**config.mk**
```make
export PLATFORM = sky130hd
export DESIGN_NAME = stpu_mem_arbiter
export DESIGN_NICKNAME = d
export VERILOG_FILES = /design/src/rtl/stpu_mem_arbiter_pkg.sv /design/src/rtl/stpu_mem_arbiter.sv
export SDC_FILE = /design/constraint.sdc
export NUM_CORES = 1
export LEC_CHECK = 0
export BUFFER_PORTS_ARGS = -buffer_cell sky130_fd_sc_hd__buf_4
export CAP_MARGIN = 20
export CORE_ASPECT_RATIO = 1.25
export CORE_UTILIZATION = 45
export DETAILED_ROUTE_END_ITERATION = 6
export PLACE_DENSITY = 0.89
export RECOVER_POWER = 100
export SETUP_SLACK_MARGIN = 0.2
export SYNTH_ARGS = -nofsm -noshare
export SYNTH_HDL_FRONTEND = slang
export SYNTH_SLANG_ARGS = --single-unit
```
**constraint.sdc**
```tcl
create_clock -name clk -period 2.8 [get_ports clk]
set_input_delay 0.28 -clock clk [delete_from_list [all_inputs] [get_ports clk]]
set_output_delay 0.28 -clock clk [all_outputs]
set_load 0.01 [all_outputs]
```
**src/rtl/stpu_mem_arbiter_pkg.sv**
```systemverilog
// Shared types and constants for the STPU memory-port arbiter.
// The state encoding and counter width are fixed here so the SOPC and the arbiter agree on them.
package stpu_mem_arbiter_pkg;

    typedef enum logic [1:0] {
        ArbIdle  = 2'd0,
        ArbIssue = 2'd1,
        ArbWait  = 2'd2,
        ArbDone  = 2'd3
    } arb_state_t;

    localparam int ArbLatW = 3;
    localparam logic [3:0] SelAll = 4'b1111;

    // Data wins a tie unless it won the previous grant.
    function automatic logic arb_pick_d(input logic if_req, input logic d_req, input logic last_d);
        return d_req & (~if_req | ~last_d);
    endfunction

endpackage

```
**src/rtl/stpu_mem_arbiter.sv**
```systemverilog
// Shares the single synchronous memory port between instruction fetch and the MEM-stage data path.
// One transaction at a time; read data returns MEM_LAT cycles after the memory strobe.
//
// state    | meaning
// ---------+-----------------------------------------------------------
// ArbIdle  | no transaction; grant the winning requester on this edge
// ArbIssue | mem_ce high for one cycle with the registered command
// ArbWait  | counting down the memory read latency
// ArbDone  | one-cycle ack to the granted requester, no new grant
module stpu_mem_arbiter
    import stpu_mem_arbiter_pkg::*;
#(
    parameter int ADDR_W  = 32,
    parameter int DATA_W  = 32,
    parameter int MEM_LAT = 1
) (
    input  logic              clk,
    input  logic              rst,
    input  logic              if_req,
    input  logic [ADDR_W-1:0] if_addr,
    output logic [DATA_W-1:0] if_rdata,
    output logic              if_ack,
    input  logic              d_req,
    input  logic              d_we,
    input  logic [3:0]        d_sel,
    input  logic [ADDR_W-1:0] d_addr,
    input  logic [DATA_W-1:0] d_wdata,
    output logic [DATA_W-1:0] d_rdata,
    output logic              d_ack,
    output logic              mem_ce,
    output logic              mem_we,
    output logic [3:0]        mem_sel,
    output logic [ADDR_W-1:0] mem_addr,
    output logic [DATA_W-1:0] mem_wdata,
    input  logic [DATA_W-1:0] mem_rdata,
    output logic              stallreq
);

    localparam logic [ArbLatW-1:0] LatInit = ArbLatW'(MEM_LAT - 1);
    localparam logic [ArbLatW-1:0] CntOne  = ArbLatW'(1);

    arb_state_t         state_q;
    arb_state_t         state_d;
    logic [ArbLatW-1:0] cnt_q;
    logic               last_d_q;
    logic               gnt_d_q;
    logic               grant;
    logic               pick_d;
    logic               capture;

    always_ff @(posedge clk or negedge rst) begin
        if (!rst) begin
            state_q <= ArbIdle;
        end else begin
            state_q <= state_d;
        end
    end

    always_comb begin
        state_d = state_q;
        grant   = 1'b0;
        capture = 1'b0;
        if_ack  = 1'b0;
        d_ack   = 1'b0;
        pick_d  = arb_pick_d(if_req, d_req, last_d_q);
        case (state_q)
            ArbIdle: begin
                if (if_req || d_req) begin
                    grant   = 1'b1;
                    state_d = ArbIssue;
                end
            end
            // mem_we is only ever high during ISSUE, so it doubles as the write flag here.
            ArbIssue: state_d = mem_we ? ArbDone : ArbWait;
            ArbWait: begin
                if (cnt_q == '0) begin
                    capture = 1'b1;
                    state_d = ArbDone;
                end
            end
            ArbDone: begin
                if_ack  = ~gnt_d_q;
                d_ack   = gnt_d_q;
                state_d = ArbIdle;
            end
            default: state_d = ArbIdle;
        endcase
    end

    always_ff @(posedge clk or negedge rst) begin
        if (!rst) begin
            cnt_q     <= '0;
            last_d_q  <= 1'b0;
            gnt_d_q   <= 1'b0;
            mem_ce    <= 1'b0;
            mem_we    <= 1'b0;
            mem_sel   <= '0;
            mem_addr  <= '0;
            mem_wdata <= '0;
            if_rdata  <= '0;
            d_rdata   <= '0;
        end else begin
            mem_ce <= 1'b0;
            mem_we <= 1'b0;
            if (grant) begin
                mem_ce   <= 1'b1;
                gnt_d_q  <= pick_d;
                last_d_q <= pick_d;
                if (pick_d) begin
                    mem_we    <= d_we;
                    mem_sel   <= d_sel;
                    mem_addr  <= d_addr;
                    mem_wdata <= d_wdata;
                end else begin
                    mem_sel  <= SelAll;
                    mem_addr <= if_addr;
                end
            end

            if (state_q == ArbIssue) begin
                cnt_q <= LatInit;
            end else if (state_q == ArbWait && cnt_q != '0) begin
                cnt_q <= cnt_q - CntOne;
            end

            if (capture) begin
                if (gnt_d_q) begin
                    d_rdata <= mem_rdata;
                end else begin
                    if_rdata <= mem_rdata;
                end
            end
        end
    end

    assign stallreq = (if_req & ~if_ack) | (d_req & ~d_ack);

endmodule

```
## After elaboration in Yosys (flattened, before gate mapping)

Cells that the tools add are included.

| word-level totals | value |
|---|---|
| memories kept | 0 |
| bits in latches | 0 |
| memory bits (read-only) | 0 |
| register bits | 140 |
| output and inout port bits | 137 |
| bits of input ports | 137 |
| memory bits (writable) | 0 |

| cells by class | value |
|---|---|
| equality and inequality tests | 5 |
| reduce and logical (&&, ||, !) cells | 10 |
| shifts and indexed selects | 0 |
| magnitude comparators | 0 |
| div/mod/pow operators | 0 |
| bitwise operators | 9 |
| multiply operators | 0 |
| mux-type cells | 17 |
| add/sub/neg operators | 1 |

Operators by type and width:

| cell | count |
|---|---|
| 32-bit two-way mux | 1 |
| 1-bit two-way mux | 10 |
| 2-bit one-hot mux with 4 select lines | 1 |
| 2-bit AND reduction | 4 |
| 3-bit two-way mux | 2 |
| 2-bit == test, second input constant | 2 |
| 2-bit two-way mux | 2 |
| 4-bit two-way mux | 1 |
| 2-bit inequality test, second input constant | 2 |
| 1-bit NOT | 4 |
| 1-bit AND | 3 |
| 3-bit zero test | 1 |
| 3-bit nonzero test | 1 |
| 3-bit by 1-bit subtractor with 3-bit output, second input constant | 1 |
| 2-bit by 1-bit == test with 1-bit output, second input constant | 1 |
| 2-bit zero test | 1 |
| 1-bit bitwise OR | 2 |
| 2-bit nonzero test | 1 |
| 1-bit logical AND | 1 |
| 1-bit logical OR | 1 |

## Depth between registers and ports, before layout

| depth | value |
|---|---|
| word-level depth | 5 |
| mapped depth | 7 |

## Worst setup path after synthesis

Ideal clock, no wire load.

| timing path | value |
|---|---|
| kind | register to register |
| from | reg state_q[0] |
| to | reg if_rdata[10] |
| slack | 1,047 ps |
| setup time | 125 ps |
| buffers on the path | 2 |
| stages on the path, launching flop included | 8 |
| arrival time | 1,628 ps |
| data required time | 2,675 ps |
| clock period less this slack | 1,753 ps |
| cell sequence | dfrtp_1 > inv_1 > ha_1 > buf_4 > inv_1 > nor3_4 > buf_6 > mux2_2 |

| on the way | value |
|---|---|
| cells in the longest elaborated chain, start to end | 3 |

RTL lines:

| what | line | text |
|---|---|---|
| start: declaration | stpu_mem_arbiter.sv:42 | `arb_state_t state_q;` |
| start signal: assignment | stpu_mem_arbiter.sv:53 | `state_q <= ArbIdle;` |
| start signal: assignment | stpu_mem_arbiter.sv:55 | `state_q <= state_d;` |
| 2-bit == test | stpu_mem_arbiter.sv:66 | `case (state_q)` |
| 1-bit two-way mux | stpu_mem_arbiter.sv:66 |  |
| 2-bit AND reduction (no line) | n/a |  |
| end signal: assignment | stpu_mem_arbiter.sv:130 | `if_rdata <= mem_rdata;` |
| end: declaration | stpu_mem_arbiter.sv:21 | `output logic [DATA_W-1:0] if_rdata,` |

No other way between the ends.
A chain may end at the register's enable or synchronous reset.

## Final worst setup path

| timing path | value |
|---|---|
| from | reg state_q[0] |
| to | reg mem_wdata[27] |

| on the way | value |
|---|---|
| cells in the longest elaborated chain, start to end | 3 |

RTL lines:

| what | line | text |
|---|---|---|
| 2-bit zero test | stpu_mem_arbiter.sv:66 |  |
| 1-bit two-way mux | stpu_mem_arbiter.sv:66 |  |
| 2-bit AND reduction (no line) | n/a |  |
| end signal: assignment | stpu_mem_arbiter.sv:113 | `mem_wdata <= d_wdata;` |
| end: declaration | stpu_mem_arbiter.sv:34 | `output logic [DATA_W-1:0] mem_wdata,` |

No other way between the ends.

==> insert_results.sql <==
INSERT INTO impl_metrics (metric_group, metric, value, unit) VALUES
('logic_synthesis', 'dominantRegCellSynth', 'dfrtp_1', ''),
('place', 'detailed_place_hpwl', '10500', 'microns'),
('finish', 'layoutNonFillerInstCount', '857', ''),
('clock_tree', 'deepest_level_of_the_cts_h_tree', '4', ''),
('grt', 'grt_start_max_net_pins', '74', ''),
('routing', 'detail_route.wl_per_cell', '16.2', 'microns'),
('logic_synthesis', 'most_instantiated_library_cell_after_synthesis', 'dfrtp_1', ''),
('routing', 'vias_per_inst', '4.94', ''),
('logic_synthesis', 'ys_async_sr_fraction', '1.00', ''),
('timing', 'drv_slew', '73', ''),
('routing', 'detail_route.iter0.violations', '92', ''),
('grt', 'globalRouteTotalUtil', '0.214', ''),
('flow_run', 'maxCapViolations', '1', ''),
('clock_tree', 'clkLatencyLatePin', '0.40', 'ns'),
('place', 'dpl.cell_count', '825', ''),
('timing', 'finalClockSkew', '0.0111', 'ns'),
('finish', 'areaGrowthSynthToFinish', '37.3', '%'),
('place', 'portBuffers', '273', ''),
('clock_tree', 'clock-sinks', '140', ''),
('outcome', 'violations', 'max-capacitance violations, max-slew violations', ''),
('grt', 'grt_antenna_before_repair', '0', ''),
('critical_path', 'critical_path.max_fanout', '28', ''),
('timing', 'grt_setup_unrepaired', 'no', ''),
('routing', 'finalWirelength', '13900', 'microns'),
('logic_synthesis', 'synth-edff-count', '0', ''),
('grt', 'grtUsageMet1', '0.246', ''),
('floorplan', 'placement_rows', '45', ''),
('finish', 'layout.nets', '825', ''),
('clock_tree', 'cts-resized-gates', '0', ''),
('pwr', 'standby_leakage_power', '3.70', 'nW'),
('grt', 'grtUsageMet3', '0.0570', ''),
('timing', 'max_freq', '0.408', 'GHz'),
('logic_synthesis', 'synth.avg_cell_area', '14.3', 'sq um'),
('timing', 'setup_viol', '0', ''),
('critical_path', 'cp_data_required_time', '3.08', 'ns'),
('grt', 'grt_pass1_vias', '4352', ''),
('routing', 'post-route-drc-count', '0', ''),
('routing', 'route.antenna.remaining_nets', '0', ''),
('place', 'finalWeightedCongestion', '0.794', ''),
('logic_synthesis', 'netlist_top_cells_area', 'dfrtp_1 (61%), mux2_2 (15%), mux2i_1 (5.5%), mux2_4 (2.6%), o21ai_1 (2.6%)', ''),
('timing', 'final_period_minus_worst_setup_slack', '2.45', 'ns'),
('finish', 'n_antenna_cell', '0', ''),
('outcome', 'status', 'complete, but fails checks', ''),
('logic_synthesis', 'ys_top_cells_by_count', 'dfrtp_1 (140), mux2_2 (79), nand2_1 (36), mux2i_1 (32), o21ai_1 (30)', ''),
('critical_path', 'critPathKind', 'reg2reg', ''),
('timing', 'max_slew_margin', '-0.195', ''),
('timing', 'setup_total_neg_slack', '0', 'ns'),
('clock_tree', 'cts-root-buf', 'clkbuf_16', ''),
('logic_synthesis', 'syn_std_cell_area', '5780', 'sq um'),
('logic_synthesis', 'postSynthRegisterBits', '140', ''),
('timing', 'worst_pin_slew', '1.79', 'ns'),
('critical_path', 'worstSetupEndpointType', 'register', ''),
('pwr', 'power.density', '1150', 'nW/um^2'),
('logic_synthesis', 'yosys_warnings', '0', ''),
('grt', 'gr-usage-met2', '0.374', ''),
('grt', 'grt-busiest-layer', 'met2', ''),
('clock_tree', 'clock_tree.buffer_depth', '2', ''),
('timing', 'final_worst_path_cycle_share', '0.875', ''),
('critical_path', 'timing.critical_path.from_type', 'register', ''),
('grt', 'grt.overflow.total', '0', ''),
('clock_tree', 'cts_tree', 'done', ''),
('timing', 'finalHoldViolations', '0', ''),
('clock_tree', 'cts_buffers', '17', ''),
('floorplan', 'initial_core_utilization', '0.468', ''),
('floorplan', 'design.core.area', '12300', 'sq um'),
('logic_synthesis', 'ys_seq_area_frac', '0.607', ''),
('min_path', 'hp-class', 'in2reg', ''),
('grt', 'grt_first_pass_wirelength', '21500', 'microns'),
('floorplan', 'pin_count', '274', ''),
('pwr', 'ir_worst_vdd', '0.494', 'mV'),
('clock_tree', 'clk_transition_reported_paths', '0.06', 'ns'),
('routing', 'num_vias', '4233', ''),
('critical_path', 'critical_path_arrival', '2.73', 'ns'),
('floorplan', 'area_of_the_die', '13300', 'sq um'),
('logic_synthesis', 'gate_count_of_the_mapped_netlist', '405', ''),
('floorplan', 'fp.dieW', '103', 'microns'),
('routing', 'dr.pass1.iters', '4', ''),
('logic_synthesis', 'synth_top_area_share', '0.607', ''),
('floorplan', 'fp.dieH', '129', 'microns'),
('logic_synthesis', 'synth.distinct_cells', '31', ''),
('logic_synthesis', 'largest_area_contributor_in_the_synthesized_netlist', 'dfrtp_1', ''),
('finish', 'fraction_of_final_layout_cells_sized_beyond_drive_strength_1', '0.362', ''),
('logic_synthesis', 'synthesis.nets', '549', '');
-- power by group --
part           switching (mW)  leakage [nW]  internal [mW]
registers               0.563          1.67           3.03
logic                    1.79          1.75           1.48
clock network           0.838         0.283           1.40
total                    3.19          3.70           5.91
-- state kept, by name (all words and copies together) (netlist names) --
register,count
mem_ce,1
mem_we,1
d_rdata,32
if_rdata,32
cnt_q,3
state_q,2
mem_addr,32
gnt_d_q,1
mem_wdata,32
mem_sel,4
-- logic make-up (layout without fill, tap and decap cells) --
| group | Yosys count | in the layout | share of synthesized area |
|---|---|---|---|
| AOI/OAI and AO/OA | 49 | 49 | 0.0492 |
| DFF | 140 | 140 | 0.607 |
| and+or+nand+nor | 49 | 49 | 0.0386 |
| adders and majority gates | 7 | 7 | 0.0152 |
| buffers and inverters | 31 | 319 | 0.0394 |
| muxes | 129 | 129 | 0.251 |
-- layer usage --
layer,wire [microns],up-vias
met5,0,-
met1,5370,2063
li1,-,1961
met4,272,0
met3,983,22
met2,7280,187
-- through the flow --
| stage | hold slack (ns) | total power [mW] | setup slack, ns | area [sq um] | util |
|---|---|---|---|---|---|
| floorplan | -0.0156 | 5.76 | 1.05 | 5780 | - |
| global placement | 0.334 | 7.64 | 0.606 | 7920 | 0.642 |
| detailed placement | 0.337 | 7.87 | 0.445 | 7920 | 0.642 |
| CTS | 0.0761 | 10.2 | 0.413 | 8520 | 0.691 |
| global route | 0.0802 | 9.69 | 0.176 | 7930 | 0.643 |
| finish | 0.0864 | 9.11 | 0.351 | 7930 | 0.643 |
-- cell usage in the layout (no fill, tap or decap), types with 2 or more instances in the layout --
cell | netlist | layout
a21oi_1 | 4 | 4
a22oi_1 | 2 | 2
buf_4 | 3 | 135
bufinv_16 | 0 | 3
clkbuf_1 | 2 | 138
clkbuf_16 | 0 | 17
clkbuf_2 | 0 | 5
clkinv_2 | 0 | 2
clkinv_4 | 0 | 3
clkinvlp_4 | 0 | 3
dfrtp_1 | 140 | 140
ha_1 | 7 | 7
inv_1 | 9 | 9
inv_6 | 0 | 2
mux2_1 | 8 | 20
mux2_2 | 79 | 77
mux2i_1 | 32 | 32
nand2_1 | 36 | 36
nand3_1 | 2 | 2
nor2_1 | 5 | 5
o21ai_0 | 4 | 31
o21ai_1 | 30 | 2
o22a_1 | 4 | 4
-- worst max-delay path, cell delays in order, from the launching register on --
cell and delay (ns):
dfrtp_1 0.40, inv_1 0.15, ha_1 0.27, nand3_1 0.45, clkbuf_2 0.58, mux2_1 0.46
-- repair_timing --
item | CTS | global route
endpoints found under the hold margin | 72 | 0
endpoints found under the setup margin | 0 | 0
setup buffers | 0 | 0
hold buffers | 1 | 0
-- layout make-up --
| cell class | count | area, sq um |
|---|---|---|
| multi-input combinational | 234 | 2010 |
| inverter | 9 | 33.8 |
| tap | 164 | 205 |
| sequential | 140 | 3500 |
| fill | 1044 | 4400 |
| clock buffer | 18 | 429 |
| timing repair buffer | 279 | 1580 |
| clock inverter | 13 | 166 |
-- worst paths after layout --
path                                     startpoint                         to  slack [ns]  depth (start not counted)
max                          state_q[0]$_DFFE_PN0P_  mem_wdata[27]$_DFFE_PN0P_        0.35                          5
min                                     d_wdata[21]  mem_wdata[21]$_DFFE_PN0P_        0.09                          2
max reg2reg                  state_q[0]$_DFFE_PN0P_  mem_wdata[27]$_DFFE_PN0P_        0.35                          5
min reg2reg                mem_addr[26]$_DFFE_PN0P_   mem_addr[26]$_DFFE_PN0P_        0.47                          2
max in group asynchronous                       rst     d_rdata[1]$_DFFE_PN0P_        0.74                          3
min in group asynchronous                       rst   if_rdata[14]$_DFFE_PN0P_        0.92                          2
Power figures use the tool's default switching activity.
